--- config.mk ---
export PLATFORM = sky130hd
export DESIGN_NAME = uart_tx_sched
export DESIGN_NICKNAME = d
export VERILOG_FILES = /design/src/rtl/uart_tx_sched.sv
export SDC_FILE = /design/constraint.sdc
export NUM_CORES = 1
export LEC_CHECK = 0
export ABC_AREA = 1
export CORE_MARGIN = 2
export CORE_UTILIZATION = 30
export CTS_BUF_LIST = sky130_fd_sc_hd__clkbuf_4 sky130_fd_sc_hd__clkbuf_8
export DETAILED_ROUTE_END_ITERATION = 10
export PLACE_DENSITY = 0.57
export SLEW_MARGIN = 30
export SYNTH_ARGS = -nofsm -noshare
export SYNTH_HDL_FRONTEND = slang
export SYNTH_SLANG_ARGS = --single-unit
--- constraint.sdc ---
create_clock -name clk_uart -period 2.5 [get_ports clk_uart]
set_clock_uncertainty 0.15 [all_clocks]
set_input_delay 0.625 -clock clk_uart [delete_from_list [all_inputs] [get_ports clk_uart]]
set_output_delay 0.625 -clock clk_uart [all_outputs]
set_load 0.02 [all_outputs]
--- src/rtl/uart_tx_sched.sv ---
// uart_tx_sched: TX FIFO to serializer scheduler with XON/XOFF injection.
// Define UART_TX_SCHED_STATS_EN to build the data_cnt/ctl_cnt counters.
module uart_tx_sched #(
  parameter logic [7:0]  XON_CHAR  = 8'h11,
  parameter logic [7:0]  XOFF_CHAR = 8'h13,
  parameter int unsigned INTER_GAP = 0,
  parameter int unsigned BUSY_TMO  = 3
) (
  input  logic        clk_uart,
  input  logic        rst,
  input  logic        flow_en,
  input  logic        fifo_empty,
  input  logic [7:0]  fifo_rdata,
  output logic        fifo_rd_en,
  input  logic        tx_busy,
  output logic        tx_start,
  output logic [7:0]  tx_data,
  input  logic        remote_xoff_lvl,
  input  logic        local_pause_lvl,
  output logic        xoff_sent,
  output logic        sched_idle,
  output logic        tmo_err,
  output logic [15:0] data_cnt,
  output logic [15:0] ctl_cnt
);
  typedef enum logic [2:0] {
    IDLE, FETCH, WAITD, LOAD, ARM, DRAIN, GAP
  } state_t;
  typedef enum logic [1:0] {
    K_DATA, K_XOFF, K_XON
  } kind_t;

  localparam bit         NO_GAP   = (INTER_GAP == 0);
  localparam logic [7:0] GAP_LAST = 8'(INTER_GAP - 1);
  localparam logic [7:0] TMO_LAST = 8'(BUSY_TMO - 1);

  state_t     state, nxt;
  kind_t      kind;
  logic [7:0] cnt;
  logic       rp_m, rp_s, lp_m, lp_s, lp_d;
  logic       lp_rise, lp_fall;
  logic       xoff_pend, xon_pend;
  logic       pause, xoff_go, xon_go, data_go;
  logic       ld_xoff, ld_xon, ld_data, done;

  always_ff @(posedge clk_uart or negedge rst) begin
    if (!rst) begin
      {rp_m, rp_s} <= '0;
      {lp_m, lp_s, lp_d} <= '0;
    end else begin
      rp_m <= remote_xoff_lvl;
      rp_s <= rp_m;
      lp_m <= local_pause_lvl;
      lp_s <= lp_m;
      lp_d <= lp_s;
    end
  end

  assign lp_rise = lp_s & ~lp_d;
  assign lp_fall = ~lp_s & lp_d;
  assign pause   = flow_en & rp_s;
  // Redundant control chars are never sent; their flags are dropped in IDLE
  assign xoff_go = xoff_pend & ~xoff_sent;
  assign xon_go  = xon_pend & xoff_sent;
  assign data_go = ~fifo_empty & ~pause;

  assign sched_idle = (state == IDLE) & ~xoff_pend & ~xon_pend
                    & (fifo_empty | pause);

  always_comb begin
    nxt        = state;
    fifo_rd_en = 1'b0;
    tx_start   = 1'b0;
    tmo_err    = 1'b0;
    ld_xoff    = 1'b0;
    ld_xon     = 1'b0;
    ld_data    = 1'b0;
    done       = 1'b0;
    unique case (state)
      IDLE: begin
        if (xoff_go) begin
          ld_xoff = 1'b1;
          nxt     = LOAD;
        end else if (xon_go) begin
          ld_xon = 1'b1;
          nxt    = LOAD;
        end else if (data_go) begin
          nxt = FETCH;
        end
      end
      FETCH: begin
        fifo_rd_en = 1'b1;
        nxt        = WAITD;
      end
      WAITD: begin
        ld_data = 1'b1;
        nxt     = LOAD;
      end
      LOAD: begin
        tx_start = 1'b1;
        nxt      = ARM;
      end
      ARM: begin
        if (tx_busy) begin
          nxt = DRAIN;
        end else if (cnt == TMO_LAST) begin
          tmo_err = 1'b1;
          nxt     = NO_GAP ? IDLE : GAP;
        end
      end
      DRAIN: begin
        if (!tx_busy) begin
          done = 1'b1;
          nxt  = NO_GAP ? IDLE : GAP;
        end
      end
      GAP: begin
        if (cnt == GAP_LAST) nxt = IDLE;
      end
      default: nxt = IDLE;
    endcase
  end

  // tx_data is loaded on entry to LOAD so it is valid while tx_start is high
  always_ff @(posedge clk_uart or negedge rst) begin
    if (!rst) begin
      state   <= IDLE;
      kind    <= K_DATA;
      tx_data <= '0;
      cnt     <= '0;
    end else begin
      state <= nxt;
      if (nxt != state) cnt <= '0;
      else if (state == ARM || state == GAP) cnt <= cnt + 8'd1;
      if (ld_xoff) begin
        tx_data <= XOFF_CHAR;
        kind    <= K_XOFF;
      end else if (ld_xon) begin
        tx_data <= XON_CHAR;
        kind    <= K_XON;
      end else if (ld_data) begin
        tx_data <= fifo_rdata;
        kind    <= K_DATA;
      end
    end
  end

  always_ff @(posedge clk_uart or negedge rst) begin
    if (!rst) begin
      xoff_pend <= 1'b0;
      xon_pend  <= 1'b0;
    end else if (!flow_en) begin
      xoff_pend <= 1'b0;
      xon_pend  <= 1'b0;
    end else if (lp_rise) begin
      xoff_pend <= 1'b1;
      xon_pend  <= 1'b0;
    end else if (lp_fall) begin
      xon_pend  <= 1'b1;
      xoff_pend <= 1'b0;
    end else begin
      if (ld_xoff || (state == IDLE && xoff_pend && xoff_sent))
        xoff_pend <= 1'b0;
      if (ld_xon || (state == IDLE && xon_pend && !xoff_sent))
        xon_pend <= 1'b0;
    end
  end

  always_ff @(posedge clk_uart or negedge rst) begin
    if (!rst) xoff_sent <= 1'b0;
    else if (!flow_en) xoff_sent <= 1'b0;
    else if (done && kind == K_XOFF) xoff_sent <= 1'b1;
    else if (done && kind == K_XON) xoff_sent <= 1'b0;
  end

`ifdef UART_TX_SCHED_STATS_EN
  logic [15:0] dcnt, ccnt;

  always_ff @(posedge clk_uart or negedge rst) begin
    if (!rst) begin
      dcnt <= '0;
      ccnt <= '0;
    end else if (done) begin
      if (kind == K_DATA) begin
        if (dcnt != 16'hFFFF) dcnt <= dcnt + 16'd1;
      end else begin
        if (ccnt != 16'hFFFF) ccnt <= ccnt + 16'd1;
      end
    end
  end

  assign data_cnt = dcnt;
  assign ctl_cnt  = ccnt;
`else
  assign data_cnt = 16'h0;
  assign ctl_cnt  = 16'h0;
`endif

endmodule

# Word-level counts from Yosys, hierarchy flattened
# Index checks and enable logic that the tools add are counted.
[op_classes]
addsub = 1
eq_ne = 14
muxes = 40
n_bitwise = 17
reduce_logical = 13
[ops]
columns = ["operator", "count"]
rows = [
  ["$mux W8", 5],
  ["$mux W1", 24],
  ["$mux W3", 7],
  ["$pmux W3 S7", 1],
  ["$and A1 B1 Y1", 9],
  ["$eq A3 B3 Y1 const B", 3],
  ["$add A8 B1 Y8 const B", 1],
  ["$eq A8 B2 Y1 const B", 1],
  ["$eq A8 B8 Y1 const B", 1],
  ["$ne A4 B1 Y1 const B", 2],
  ["$not A1 Y1", 7],
  ["$eq A3 B2 Y1 const B", 2],
  ["$logic_and A1 B1 Y1", 6],
  ["$mux W2", 3],
  ["$eq A3 B1 Y1 const B", 1],
  ["$logic_not A3 Y1", 1],
  ["$logic_or A1 B1 Y1", 3],
  ["$ne A3 B1 Y1 const B", 1],
  ["$ne A3 B3 Y1", 1],
  ["$reduce_bool A3 Y1", 1],
  ["$eq A2 B1 Y1 const B", 1],
  ["$eq A2 B2 Y1 const B", 1],
  ["$reduce_bool A2 Y1", 1],
  ["$logic_not A1 Y1", 1],
  ["$or A1 B1 Y1", 1],
]
[word_totals]
ff_bits = 29
in_bits = 15
output_inout_bits = 45
word_cells = 97

# Depth between registers and ports, before layout
# Gate-level depths: netlist of the first run.
[depth]
word_depth = 9
ltp_mapped = 9
mapped_depth_nobuf = 9

# Least setup slack after synthesis of the first run
# Ideal clock, no wire load.
[synth_path]
path_kind = "register to output"
from = "register state[2]"
to = "output sched_idle"
arrival_ps = 1834
required_ps = 1725
setup_slack_ps = -109
path_stages_with_launch = 5
n_path_buf = 1
cell_sequence = "dfrtp_1 -> buf_6 -> nor3_4 -> inv_1 -> a2111oi_0"
[synth_between]
elab_chain_cells = 4
[synth_rtl]
columns = ["item", "line", "text"]
rows = [
  ["start, declared", "37", "state_t state, nxt;"],
  ["start signal, assigned", "132", "state <= nxt;"],
  ["$logic_not A3 Y1", "67", "assign sched_idle = (state == IDLE) & ~xoff_pend & ~xon_pend"],
  ["$and A1 B1 Y1 (2 in series)", "67", ""],
  ["$and A1 B1 Y1", "68", "& (fifo_empty | pause);"],
  ["end, declared", "21", "output logic sched_idle,"],
]
# Every way passes these cells.

# Worst setup path after layout of the first run
[layout_path]
from = "input fifo_empty"
to = "output sched_idle"
[layout_between]
elab_chain_cells = 2
[layout_rtl]
columns = ["item", "line", "text"]
rows = [
  ["start, declared", "12", "input logic fifo_empty,"],
  ["$or A1 B1 Y1", "68", ""],
  ["$and A1 B1 Y1", "68", ""],
]
# Every way passes these cells.

==> metrics, run 1 <==
post-CTS setup buffer count 0; worst flop-to-flop path endpoint cnt[6]; final critical-path share of the clock period 0.964; critical path class input port to primary output; Die ar. 6510 um^2; CTS max path bufs 2; detailed-route via count 1330; hold_buf cts 0; diodes inserted 0; Cell Rows 27; worst skew pair latency 0.28 ns; # nets final 264; CTS H-Tree Depth 2; die height between 80 and 90 um; total CTS buffers 5; post-route setup TNS 0 ns; clock-pin slew on the worst setup and hold paths 0.07 ns; peak supply drop 0.540 mV; placed cell areas a little over 2000 um^2; HPWL after detailed placement ~2.5 mm; Critical Path Start Type input port; Yosys reg bits 29; Worst path top cell family by delay buffers and inverters; FF-to-FF Start cnt[0]; Die W 80.7 um; Syn. warnings 0; overall power 2.16 mW; Synth cell types 28; Residual DRC 0; end-of-flow core utilization 0.389; setup slack at placement -0.494 ns; post-route design area 2180 um^2; Storage cell area 726 um^2; Starting Density 0.315; First-pass DRT Iterations 4; Layout fillers 573; CTS Sinks 29; drt first-iter violations 60; worst hold stages 0; clk root buf clkbuf_8; first-pass GRT wire length 5.86 mm; P&R area growth vs syn 23.7%; Non-Filler Instances 320; sequential element share of the synthesized area 0.411; CP peak stage delay 0.46 ns; Vias/cell approximately 4.2; Achievable Freq about 0.41 GHz; PwrDens 989 nW/um^2; multi-input logic area 795 um^2; largest net degree at the start of global routing 30; CP Data Required Time 1.73 ns; most common cell after layout, fill and taps aside conb_1; Max Slew Vio Count 0; initial antenna violation count 0; CTS tree yes; CP max stage cell clkdlybuf4s50_1; HP Start lp_m; Min-Delay Path Class flop to flop; Static Leak 1.08 nW; core area 5610 um^2; WP data arrival between 1.5 and 2 ns; vias in the first global route 1283; EDFF count, synth 0; port bufs 27; final worst path period need approximately 2.4 ns; Crit Path Max Fanout 2; post-route worst setup slack 0.0897 ns; Ports 60; gate count of the mapped netlist 204; grt ovf 0; syn_area_per_cell approximately 8.7 um^2; layout cells sized above 1 0.190; most frequent cells in the layout conb_1 (32), nand2_1 (31), inv_1 (29), dfrtp_1 (29), clkdlybuf4s50_1 (21); Final ANT Viol Nets 0; R2R setup slack 0.77 ns; Max Cap Viol 0; CP Cell Sequence clkdlybuf4s50_1 -> inv_1 -> a2111oi_4 -> buf_4; total track usage 0.118; RSZ-0062 raised after global routing false; count of final hold-check violations 0; CP bufs+invs 3; Final setup viols 0; drt total wl about 3.4 mm; GP Congestion between 0.8 and 0.9; ys async rst share 1.00; placed cells 312; Mapped Area 1770 um^2; Fin Hold WS slightly above 0.2 ns; worst r2r path cells 9; WHS Endpoint lp_s; Setup crit end kind primary output; outcome finished, final reports clean; drt wl/cell 10.7 um; Synth Flop Type dfrtp_1
[how the worst max path moves through the flow]
stage,startpoint,to,depth (start not counted)
floorplan,state[2],sched_idle,4
global placement,tx_busy,tmo_err,7
detailed placement,fifo_empty,sched_idle,4
CTS,tx_busy,tmo_err,7
global route,fifo_empty,sched_idle,4
finish,fifo_empty,sched_idle,4
[logic make-up after synthesis]
logic type,share of synthesized area
other,0.00212
XOR/XNOR,0.0298
AND/OR/NAND/NOR,0.271
adder cells (fa/ha/maj),0.0142
buffers and inverters,0.220
flip-flops,0.411
AO/OA/AOI/OAI,0.0524
[layout make-up]
type | count | share of cell area
Multi-Input combinational cell | 140 | 0.364
Sequential cell | 29 | 0.332
Timing Repair Buffer | 39 | 0.162
Inverter | 32 | 0.0562
Tap cell | 72 | 0.0413
Clock buffer | 6 | 0.0378
Clock inverter | 2 | 0.00630
[synthesized netlist by cell type, drive strengths merged (2+ instances only)]
library cell,n,area [um^2]
nand4,5,31.3
o21ai,3,15.0
nor3,12,116
inv,31,119
ha,2,25.0
nand2,37,151
a21oi,5,25.0
nand3,18,125
dfrtp,29,726
xor2,6,52.6
buf,33,251
a22oi,5,37.5
nor2,12,47.6
[power by group]
group          internal, mW  total (mW)  switching, mW
Combinational         0.407        1.10          0.694
Clock                 0.223       0.411          0.189
Sequential            0.579       0.648         0.0694
Total                  1.21        2.16          0.952
[registers in the layout, summed over array words and instances, names as in the netlist]
name,cells
xoff_pend,1
xon_pend,1
cnt,8
state,3
lp_m,1
kind,2
rp_m,1
tx_data,8
lp_d,1
lp_s,1
xoff_sent,1
rp_s,1
[timing repair]
action	4_1_cts	5_1_grt
resized for setup	18	2
pin swaps	2	1
endpoints found under the setup margin	4	1
[per-layer routing]
metal  GRT usage  part of all wire
met1       0.155              0.46
met4      0.0593             0.021
met5           0                 0
met2       0.183              0.47
met3      0.0247             0.050
No activity file was read; power rests on OpenSTA's default activity.
==> run 2, diff against run 1 <==
--- a/config.mk
+++ b/config.mk
@@ -11,6 +11,7 @@
 export CTS_BUF_LIST = sky130_fd_sc_hd__clkbuf_4 sky130_fd_sc_hd__clkbuf_8
 export DETAILED_ROUTE_END_ITERATION = 10
 export PLACE_DENSITY = 0.57
+export SKIP_LAST_GASP = 1
 export SLEW_MARGIN = 30
 export SYNTH_ARGS = -nofsm -noshare
 export SYNTH_HDL_FRONTEND = slang
==> run 2 against run 1 <==
Flip-flop and latch count stayed put. Global-route usage is essentially flat. Sequential power about the same. Count of clock-buffer cells in the layout unchanged. Sequential share of layout area stayed put. Combinational power hardly changed. Critical endpoint unchanged. Largest power group unchanged.
==> metrics, run 2 (synthesis gave the netlist of run 1 again) <==
end-of-flow core utilization 0.389 (unchanged); CTS tree yes (unchanged); peak supply drop 0.540 mV (unchanged); Achievable Freq 0.415 GHz (unchanged); largest net degree at the start of global routing 30 (unchanged); core area 5610 um^2 (unchanged); HPWL after detailed placement 2.54 mm (unchanged); post-route setup TNS 0 ns (unchanged); outcome finished, final reports clean (unchanged); Vias/cell 4.16 (unchanged); CTS H-Tree Depth 2 (unchanged); Setup crit end kind primary output (unchanged); Fin Hold WS 0.208 ns (unchanged); vias in the first global route 1287 (was 1283); Layout fillers 575 (was 573); die height 80.7 um (unchanged); critical path class input port to primary output (unchanged); grt ovf 0 (unchanged); Die ar. 6510 um^2 (unchanged); PwrDens 989 nW/um^2 (unchanged); Max Slew Vio Count 0 (unchanged); Die W 80.7 um (unchanged); CP Data Required Time 1.73 ns (about the same); RSZ-0062 raised after global routing false (unchanged); switching power 0.952 mW (unchanged); port bufs 27 (unchanged); WP data arrival 1.64 ns (about the same); drt first-iter violations 60 (unchanged); Crit Path Max Fanout 2 (unchanged); total track usage 0.118 (about the same); Switching Share 0.441 (unchanged); Combinational Power Share 0.509 (about the same); Final setup viols 0 (unchanged); Pint 1.21 mW (unchanged); drt total wl 3.43 mm (about the same); final worst path period need 2.41 ns (unchanged); most frequent cells in the layout conb_1 (32), nand2_1 (31), inv_1 (29), dfrtp_1 (29), clkdlybuf4s50_1 (21) (unchanged); detailed-route via count 1330 (unchanged); initial antenna violation count 0 (unchanged); clock power share 0.190 (about the same); clk root buf clkbuf_8 (unchanged); CTS Sinks 29 (unchanged); diodes inserted 0 (unchanged); Static Leak 1.08 nW (unchanged); worst skew pair latency 0.28 ns (about the same); CTS max path bufs 2 (unchanged); final critical-path share of the clock period 0.964 (unchanged); drt wl/cell 10.7 um (about the same); Ports 60 (unchanged); layout cells sized above 1 0.190 (unchanged); Residual DRC 0 (unchanged); Min-Delay Path Class flop to flop (unchanged); GP Congestion 0.829 (unchanged); post-CTS setup buffer count 0 (unchanged); biggest regs cnt: 8 flops, tx_data: 8 flops, state: 3 flops (unchanged); overall power 2.16 mW (unchanged); Starting Density 0.315 (unchanged); Reg power frac 0.300 (about the same); # nets final 264 (unchanged); clock-pin slew on the worst setup and hold paths 0.07 ns (about the same); first-pass GRT wire length 5.87 mm (was 5.86 mm); total CTS buffers 5 (unchanged); Final ANT Viol Nets 0 (unchanged); count of final hold-check violations 0 (unchanged); P&R area growth vs syn 23.7% (unchanged); Critical Path Start Type input port (unchanged); First-pass DRT Iterations 4 (unchanged); most common cell after layout, fill and taps aside conb_1 (unchanged); Cell Rows 27 (unchanged); Max Cap Viol 0 (unchanged)
-- run 2: power by group through the flow --
stage               combinational, mW  clock, mW  sequential, mW
floorplan                       0.700          0           0.728
global placement                 1.10          0           0.652
detailed placement               1.11          0           0.655
CTS                              1.11      0.425           0.650
global route                     1.21      0.448           0.663
finish                           1.10      0.411           0.648
-- run 2: metal layers --
metal,vias to the layer above,global-route usage,wire length [um]
met1,612,0.156,1580
met5,-,0,0
met4,0,0.0593,72
met3,5,0.0247,170
met2,45,0.183,1600
li1,668,-,-
-- run 2: through the flow --
| stage | cells | setup WS [ns] | instance area (um^2) |
|---|---|---|---|
| after floorplan | 235 | 0.146 | 1880 |
| after global placement | 312 | -0.475 | 2070 |
| after detailed placement | 312 | -0.494 | 2070 |
| after CTS | 320 | -0.0901 | 2180 |
| after global routing | 320 | 0.0257 | 2180 |
| final | 320 | 0.0897 | 2180 |
-- run 2: worst paths after layout --
path,start,endpoint,slack (ns),depth (start not counted)
hold / removal,lp_m,lp_s,0.21,0
max in group asynchronous,rst,cnt[7],1.33,2
min in group asynchronous,rst,rp_m,0.58,2
hold reg to reg,lp_m,lp_s,0.21,0
setup reg to reg,cnt[0],cnt[6],0.77,9
setup / recovery,fifo_empty,sched_idle,0.09,4
-- run 2: layout make-up --
cell class,count,area [um^2],area share
flip-flops and latches,29,726,0.332
inverters,32,123,0.0562
clock inverters,2,13.8,0.00630
clock buffers,6,82.6,0.0378
multi-input cells,140,795,0.364
well taps,72,90.1,0.0413
repair buffers,39,354,0.162
-- run 2: worst max-delay path, stage by stage --
cell	delay [ns]
clkdlybuf4s50_1	0.46
inv_1	0.07
a2111oi_4	0.29
buf_4	0.19
-- run 2: timing repair --
| action | 4_1_cts | 5_1_grt |
|---|---|---|
| setup endpoints to repair | 4 | 1 |
| gates resized for setup | 17 | 3 |
| hold buffers | 0 | 0 |
| pin swaps | 2 | 1 |
| gates cloned | 0 | 0 |
